[src/rtl/phase_scan_controller.sv]
// phase_scan_controller: PLL dynamic phase scan sequencer (output clock domain).
// Steps the PLL through NSTEPS phase settings. At each one it settles, counts
// det_in pulses over a dwell window, and hands out a (phase, count) result on
// a valid/ready port. After the last result it steps the PLL back around.
// Optional feature macro: PHASE_SCAN_BEST_EN tracks the best phase, parks the
// PLL there at the end of the scan, and adds the best_phase/best_count ports.
module phase_scan_controller #(
    parameter int NSTEPS  = 32,
    parameter int CNT_W   = 16,
    parameter int DWELL_W = 16,
    parameter int SETTLE  = 64,
    parameter int TIMEOUT = 1023
) (
    input  logic               clk,
    input  logic               reset,
    input  logic               start,
    input  logic [DWELL_W-1:0] dwell,
    input  logic [2:0]         veto_cfg,
    output logic [2:0]         vetoLast,
    input  logic               det_in,
    output logic               phasestep,
    output logic               phaseupdown,
    output logic [2:0]         phasecounterselect,
    input  logic               phasedone,
    output logic               busy,
    output logic               done,
    output logic               error,
    output logic               res_valid,
    input  logic               res_ready,
    output logic [7:0]         res_phase,
    output logic [CNT_W-1:0]   res_count
`ifdef PHASE_SCAN_BEST_EN
    ,
    output logic [7:0]         best_phase,
    output logic [CNT_W-1:0]   best_count
`endif
);

    // One shared cycle timer serves settle, dwell and timeout; size it for the largest.
    localparam int TMO_W = $clog2(TIMEOUT + 1);
    localparam int STL_W = $clog2(SETTLE + 1);
    localparam int TW0   = (DWELL_W > TMO_W) ? DWELL_W : TMO_W;
    localparam int TW    = ((TW0 > STL_W) ? TW0 : STL_W) + 1;
    localparam logic [TW-1:0] SETTLE_LAST = (SETTLE > 0) ? TW'(SETTLE - 1) : '0;
    localparam logic [TW-1:0] TMO_LIM     = TW'(TIMEOUT);
    localparam logic [7:0]    LAST_IDX    = 8'(NSTEPS - 1);

    typedef enum logic [2:0] {
        S_IDLE, S_SETTLE, S_COUNT, S_REPORT, S_STEP, S_WAITLO, S_WAITHI, S_FINISH
    } state_t;

    state_t             state_q, state_d;
    logic [TW-1:0]      tmr_q, tmr_d;
    logic [DWELL_W-1:0] dwell_q;
    logic [2:0]         veto_q;
    logic [7:0]         idx_q;
    logic [CNT_W-1:0]   cnt_q;
    logic               in_ret_q;
    logic [7:0]         ret_q;
    logic               done_q, error_q;
    logic               timeout;
    logic [7:0]         ret_init;
    logic [TW-1:0]      dwell_last;
    logic               last_res;

    assign dwell_last = TW'(dwell_q) - TW'(1);
    assign last_res   = (idx_q == LAST_IDX);

`ifdef PHASE_SCAN_BEST_EN
    logic [7:0]       best_ph_q, best_ph_nx;
    logic [CNT_W-1:0] best_cnt_q, best_cnt_nx;

    // Best candidate including the result currently on offer; ties keep the lower index.
    always_comb begin
        best_ph_nx  = best_ph_q;
        best_cnt_nx = best_cnt_q;
        if (idx_q == 8'd0 || cnt_q > best_cnt_q) begin
            best_ph_nx  = idx_q;
            best_cnt_nx = cnt_q;
        end
    end

    // From the last phase, best+1 steps wrap around to the best phase (0 if it is the last).
    assign ret_init   = (best_ph_nx == LAST_IDX) ? 8'd0 : best_ph_nx + 8'd1;
    assign best_phase = best_ph_q;
    assign best_count = best_cnt_q;
`else
    // One step from the last phase completes the rotation back to phase 0.
    assign ret_init = 8'd1;
`endif

    // State register.
    always_ff @(posedge clk) begin
        if (reset) state_q <= S_IDLE;
        else       state_q <= state_d;
    end

    // Next-state logic; phasedone arriving wins over a same-cycle timeout.
    always_comb begin
        state_d = state_q;
        timeout = 1'b0;
        case (state_q)
            S_IDLE:   if (start) state_d = S_SETTLE;
            S_SETTLE: if (tmr_q == SETTLE_LAST) state_d = S_COUNT;
            S_COUNT:  if (tmr_q == dwell_last) state_d = S_REPORT;
            S_REPORT: if (res_ready) state_d = (last_res && ret_init == 8'd0) ? S_FINISH : S_STEP;
            S_STEP:   state_d = S_WAITLO;
            S_WAITLO: begin
                if (!phasedone) state_d = S_WAITHI;
                else if (tmr_q == TMO_LIM) begin
                    state_d = S_IDLE;
                    timeout = 1'b1;
                end
            end
            S_WAITHI: begin
                if (phasedone) begin
                    if (!in_ret_q)         state_d = S_SETTLE;
                    else if (ret_q == 8'd1) state_d = S_FINISH;
                    else                   state_d = S_STEP;
                end else if (tmr_q == TMO_LIM) begin
                    state_d = S_IDLE;
                    timeout = 1'b1;
                end
            end
            S_FINISH: state_d = S_IDLE;
            default:  state_d = S_IDLE;
        endcase
    end

    // Outputs decoded from state; phasestep is held until phasedone drops.
    always_comb begin
        busy      = (state_q != S_IDLE);
        res_valid = (state_q == S_REPORT);
        phasestep = (state_q == S_STEP) || (state_q == S_WAITLO);
    end

    // Timer restarts on every state change and rests at zero in IDLE.
    always_comb begin
        tmr_d = tmr_q + TW'(1);
        if (state_q == S_IDLE || state_d != state_q) tmr_d = '0;
    end

    // Scan datapath: captured config, phase index, saturating counter, return steps, status.
    always_ff @(posedge clk) begin
        if (reset) begin
            tmr_q    <= '0;
            dwell_q  <= DWELL_W'(1);
            veto_q   <= 3'b000;
            idx_q    <= 8'd0;
            cnt_q    <= '0;
            in_ret_q <= 1'b0;
            ret_q    <= 8'd0;
            done_q   <= 1'b0;
            error_q  <= 1'b0;
`ifdef PHASE_SCAN_BEST_EN
            best_ph_q  <= 8'd0;
            best_cnt_q <= '0;
`endif
        end else begin
            tmr_q  <= tmr_d;
            done_q <= 1'b0;
            if (state_q == S_IDLE && start) begin
                dwell_q  <= (dwell == '0) ? DWELL_W'(1) : dwell;
                veto_q   <= veto_cfg;
                idx_q    <= 8'd0;
                cnt_q    <= '0;
                in_ret_q <= 1'b0;
                ret_q    <= 8'd0;
                error_q  <= 1'b0;
`ifdef PHASE_SCAN_BEST_EN
                best_ph_q  <= 8'd0;
                best_cnt_q <= '0;
`endif
            end
            if (state_q == S_COUNT && det_in && cnt_q != '1)
                cnt_q <= cnt_q + CNT_W'(1);
            if (state_q == S_REPORT && res_ready) begin
                cnt_q <= '0;
`ifdef PHASE_SCAN_BEST_EN
                best_ph_q  <= best_ph_nx;
                best_cnt_q <= best_cnt_nx;
`endif
                if (last_res) begin
                    in_ret_q <= 1'b1;
                    ret_q    <= ret_init;
                end else begin
                    idx_q <= idx_q + 8'd1;
                end
            end
            if (state_q == S_WAITHI && phasedone && in_ret_q)
                ret_q <= ret_q - 8'd1;
            if (timeout) begin
                error_q <= 1'b1;
                done_q  <= 1'b1;
            end
            if (state_q == S_FINISH)
                done_q <= 1'b1;
        end
    end

    assign phaseupdown        = 1'b1;
    assign phasecounterselect = 3'b010;
    assign vetoLast           = veto_q;
    assign done               = done_q;
    assign error              = error_q;
    assign res_phase          = idx_q;
    assign res_count          = cnt_q;

endmodule
[config.mk]
export PLATFORM = sky130hd
export DESIGN_NAME = phase_scan_controller
export DESIGN_NICKNAME = d
export VERILOG_FILES = /design/src/rtl/phase_scan_controller.sv
export SDC_FILE = /design/constraint.sdc
export NUM_CORES = 1
export LEC_CHECK = 0
export ABC_AREA = 1
export CAP_MARGIN = 0
export CORE_MARGIN = 3
export CORE_UTILIZATION = 45
export DETAILED_ROUTE_END_ITERATION = 8
export GPL_ROUTABILITY_DRIVEN = 1
export GPL_TIMING_DRIVEN = 1
export HOLD_SLACK_MARGIN = 0.03
export PLACE_DENSITY = 0.68
export SLEW_MARGIN = 10
export SYNTH_ARGS = -nofsm -noshare
export SYNTH_HDL_FRONTEND = slang
export SYNTH_SLANG_ARGS = --single-unit
[constraint.sdc]
create_clock -name clk -period 3.35 [get_ports clk]
set_input_delay 0.67 -clock clk [delete_from_list [all_inputs] [get_ports clk]]
set_output_delay 0.67 -clock clk [all_outputs]
set_load 0.02 [all_outputs]
==> key figures <==
Setup path
  • Slowest stage cell on the critical path: clkdlybuf4s50_1
  • Worst path required time: between 2 and 3 ns
  • Worst path max stage delay: roughly 0.65 ns
  • Setup crit end: res_valid
  • Arr. time, crit path: 1.88 ns
  • Worst r2r src: res_count[0]$_SDFFE_PP0P_
  • R2r setup slk: between 0.8 and 0.9 ns
  • CP Launch Type: flip-flop
  • Stages on worst setup path: 3
  • Ordered cell list for the critical path: inv_2 > nor3_4 > clkdlybuf4s50_1
  • CP max FO: 8
  • CP top delay family: buffers and inverters
  • Worst Setup End Kind: output pin
  • Buffers & Inverters on Critical Path: 2
  • Worst Reg-to-Reg Cells: 12
  • Worst setup path class: flip-flop to output pin
  • Worst R2R End: res_count[0]$_SDFFE_PP0P_
  • Critical Path Start: state_q[1]$_SDFF_PP0_

GRT
  • First-pass GRT wire length: roughly 19000 um
  • Largest net degree at the start of global routing: 55
  • Vias in the first global route: around 4000
  • Grt total ovfl: 0
  • All-Layer GR Usage: roughly a fifth
  • Initial antenna violation count: 0

Pwr
  • Sequential share of power: 48.5%
  • P_int: roughly 1.4 mW
  • Switch Pwr: between 0.5 and 0.6 mW
  • Leak pwr: a little over 2 nW
  • Clock Power Share: 39.5%
  • Maximum vdd drop: about 0.27 mV
  • Total Power: 1.894 mW
  • Switching Fraction: approximately 28%
  • Pwr Density: roughly 360 nW/um^2
  • Comb pwr share: 12.0%

CTS
  • Clock latency on the worst-skew pair: around 0.36 ns
  • CTS H-Tree Depth: 3
  • Root Driver: clkbuf_8
  • CTS tree: yes
  • Clk pin slew, worst setup/hold paths: roughly 0.090 ns
  • CTS Buffer Depth: 2
  • Clock sink total: 74
  • PostCTS Resize Cnt: 0
  • Inserted Clock Buffers: 9
  • Cts hold-fix bufs: 0
  • # Post-CTS Setup Buffers: 0

STA
  • Tightest Pin Transition: 0.5883 ns
  • Hold_ws: roughly 0.47 ns
  • Final Max Tran Viols: 0
  • Relative slew slack: between 60% and 70%
  • RSZ-0062 raised after global routing: false
  • Max Freq: approximately 390 MHz
  • Worst Skew: roughly 0.013 ns
  • Post-route setup TNS: 0 ns
  • Tcrit/Tclk final: 76.11%
  • Final Setup Violations: 0
  • Fin crit period: 2.550 ns
  • Final hold violations: 0

Synth
  • Mean post-synth cell area: approximately 6.6 um^2
  • Main synth FF type: dfxtp_1
  • Largest family of logic cells by synthesized area: simple AND/OR/NAND/NOR gates
  • Synth warnings: 0
  • Post-synthesis mux area share: 0%
  • Post-synthesis cell type count: 39
  • #FFs+latches synth: between 70 and 80
  • Netlist Area Pre-Place: 4339 um^2
  • Post-synth EDFFs: 0
  • Synthesized instance count: around 650
  • Post-Synth Adder-Cell Area: between 1.5 and 2%
  • Compound-gate portion of the synthesized area: 11.07%
  • Sequential area share after synthesis: between 30% and 40%
  • Xor/xnor share of the synthesized area: under 10%
  • Post-Synth Simple-Gate Area: between 30% and 40%
  • Ys async rst share: 0%

Layout
  • Final nets: between 700 and 800
  • Share of layout cells above drive strength 1: about 9%
  • Layout fillers: 904
  • ANT cells: 0
  • Area grow syn2layout: 19.64%
  • Area occupied by multi-input gates: roughly 2400 um^2
  • Register area: approximately 1500 um^2

Detailed routing
  • Final WL: about 11000 um
  • DRT antenna net count: 0
  • DR WL/cell: 12.80 um
  • Drt pass-1 iters: 4
  • Vias per cell: ~5
  • Initial drt markers: about 170
  • # DRC: 0
  • Via count: about 4200

Die
  • Rows: 35
  • I/O Pins: 61
  • Initial Util: 46.74%
  • Die Area: around 11000 um^2
  • Core area: roughly 9300 um^2
  • Die Y: 104.2 um
  • Die W: around 100 um

Place
  • Routability cong.: approximately 0.86
  • Post-DP HPWL: 7974 um
  • IO Port Bufs: 56

Flow run
  • Max Cap Viol: 0

Outcome
  • Status: completed

Min path
  • Hold path cells: 2
  • Worst Hold Class: flip-flop to flip-flop
[per-stage QoR]
| step | std cells | instance area, um^2 | setup slack, ns | util (%) |
|---|---|---|---|---|
| finish | 841 | 5191 | 0.8004 | 55.92 |
| CTS | 841 | 5191 | 0.7751 | 55.92 |
| global placement | 825 | 4981 | 0.8367 | 53.65 |
| detailed placement | 825 | 4981 | 0.7553 | 53.65 |
| global route | 841 | 5191 | 0.4678 | 55.92 |
| floorplan | 656 | 4347 | 1.246 | - |
[flip-flops by register name, indices dropped and copies added, names as in the netlist]
| register | cells |
|---|---|
| state_q | 3 |
| done | 1 |
| in_ret_q | 1 |
| res_phase | 8 |
| vetoLast | 3 |
| res_count | 16 |
| ret_q | 8 |
| tmr_q | 17 |
| error | 1 |
| dwell_q | 16 |
[per-layer routing]
| metal | share of wire [%] | global-route usage, % | vias to the layer above |
|---|---|---|---|
| li1 | - | - | 2201 |
| met1 | 46 | 25.34 | 1900 |
| met2 | 47 | 34.35 | 101 |
| met3 | 5.6 | 5.525 | 17 |
| met4 | 1.7 | 6.743 | 0 |
| met5 | 0 | 0 | - |
[cell usage after synthesis, drive strengths merged, types with 3 or more instances]
master  instances  area share (%)
nand2         157              14
nor2          101              10
inv            84             7.3
dfxtp          74              34
nand3          69             8.4
a21oi          44             5.1
o21ai          20             2.3
xor2           19             3.8
a211oi         14             2.4
buf            13             2.0
nor3           13             2.2
nand4           8             1.2
xnor2           8             1.6
clkbuf          6            0.52
ha              6             1.7
nor4            4            0.58
or2             3            0.43
[power groups by stage]
stage	clock network, mW	registers (mW)	logic (mW)
6_report	0.748	0.918	0.228
5_1_grt	0.797	0.921	0.260
4_1_cts	0.766	0.918	0.229
3_5_place_dp	0	0.938	0.228
3_3_place_gp	0	0.938	0.225
2_1_floorplan	0	0.936	0.153
[worst reg2reg max path, stage by stage (launching register included)]
cell     delay (ns)
dfxtp_1        0.43
ha_1           0.21
nand4_1        0.15
nor2_1         0.13
nand2_1        0.09
nor3_1         0.20
nand2_1        0.12
nor2_2         0.14
nand3_1        0.10
nand2_2        0.26
inv_1          0.29
o21ai_0        0.23
a21oi_1        0.05
[layout make-up]
| cell class | count | share of cell area, % |
|---|---|---|
| sequential | 74 | 28.54 |
| inverter | 85 | 6.146 |
| timing repair buffer | 59 | 11.23 |
| clock buffer | 10 | 2.651 |
| tap | 129 | 3.109 |
| multi-input combinational | 478 | 46.93 |
| clock inverter | 6 | 1.398 |
[worst min path at each step]
stage / startpoint / end / slack [ns]
2_1_floorplan: tmr_q[0]$_SDFF_PP0_ / tmr_q[0]$_SDFF_PP0_ / 0.45
3_3_place_gp: vetoLast[1]$_SDFFE_PP0P_ / vetoLast[1]$_SDFFE_PP0P_ / 0.45
3_5_place_dp: vetoLast[0]$_SDFFE_PP0P_ / vetoLast[0]$_SDFFE_PP0P_ / 0.46
4_1_cts: vetoLast[0]$_SDFFE_PP0P_ / vetoLast[0]$_SDFFE_PP0P_ / 0.48
5_1_grt: vetoLast[0]$_SDFFE_PP0P_ / vetoLast[0]$_SDFFE_PP0P_ / 0.50
6_report: vetoLast[0]$_SDFFE_PP0P_ / vetoLast[0]$_SDFFE_PP0P_ / 0.47
[logic make-up (layout without fill, tap and decap cells)]
logic type / count (synthesis) / after routing
AO/OA/AOI/OAI: 85 / 85
XOR/XNOR: 27 / 27
adder cells (fa/ha/maj): 6 / 6
buffers and inverters: 104 / 160
flip-flops: 74 / 74
other: 2 / 4
AND/OR/NAND/NOR: 356 / 356
[layout by cell type, fill, tap and decap left out, types with 4 or more instances in the layout]
cell type | netlist | final
a211oi_1 | 14 | 14
nor2_4 | 5 | 5
nor4_1 | 4 | 4
clkdlybuf4s50_1 | 0 | 56
conb_1 | 2 | 4
nand4_1 | 8 | 8
xnor2_1 | 8 | 8
a21oi_1 | 44 | 44
o21ai_0 | 19 | 19
nor2_1 | 81 | 81
dfxtp_1 | 74 | 74
inv_2 | 8 | 8
nand3_1 | 65 | 65
inv_1 | 76 | 76
nor3_1 | 8 | 8
nor3_2 | 4 | 4
ha_1 | 6 | 6
nand2_1 | 150 | 150
clkbuf_8 | 0 | 10
nand2_2 | 6 | 6
nor2_2 | 15 | 15
xor2_1 | 19 | 19
nand3_2 | 4 | 4
No activity file was read; power rests on OpenSTA's default activity.
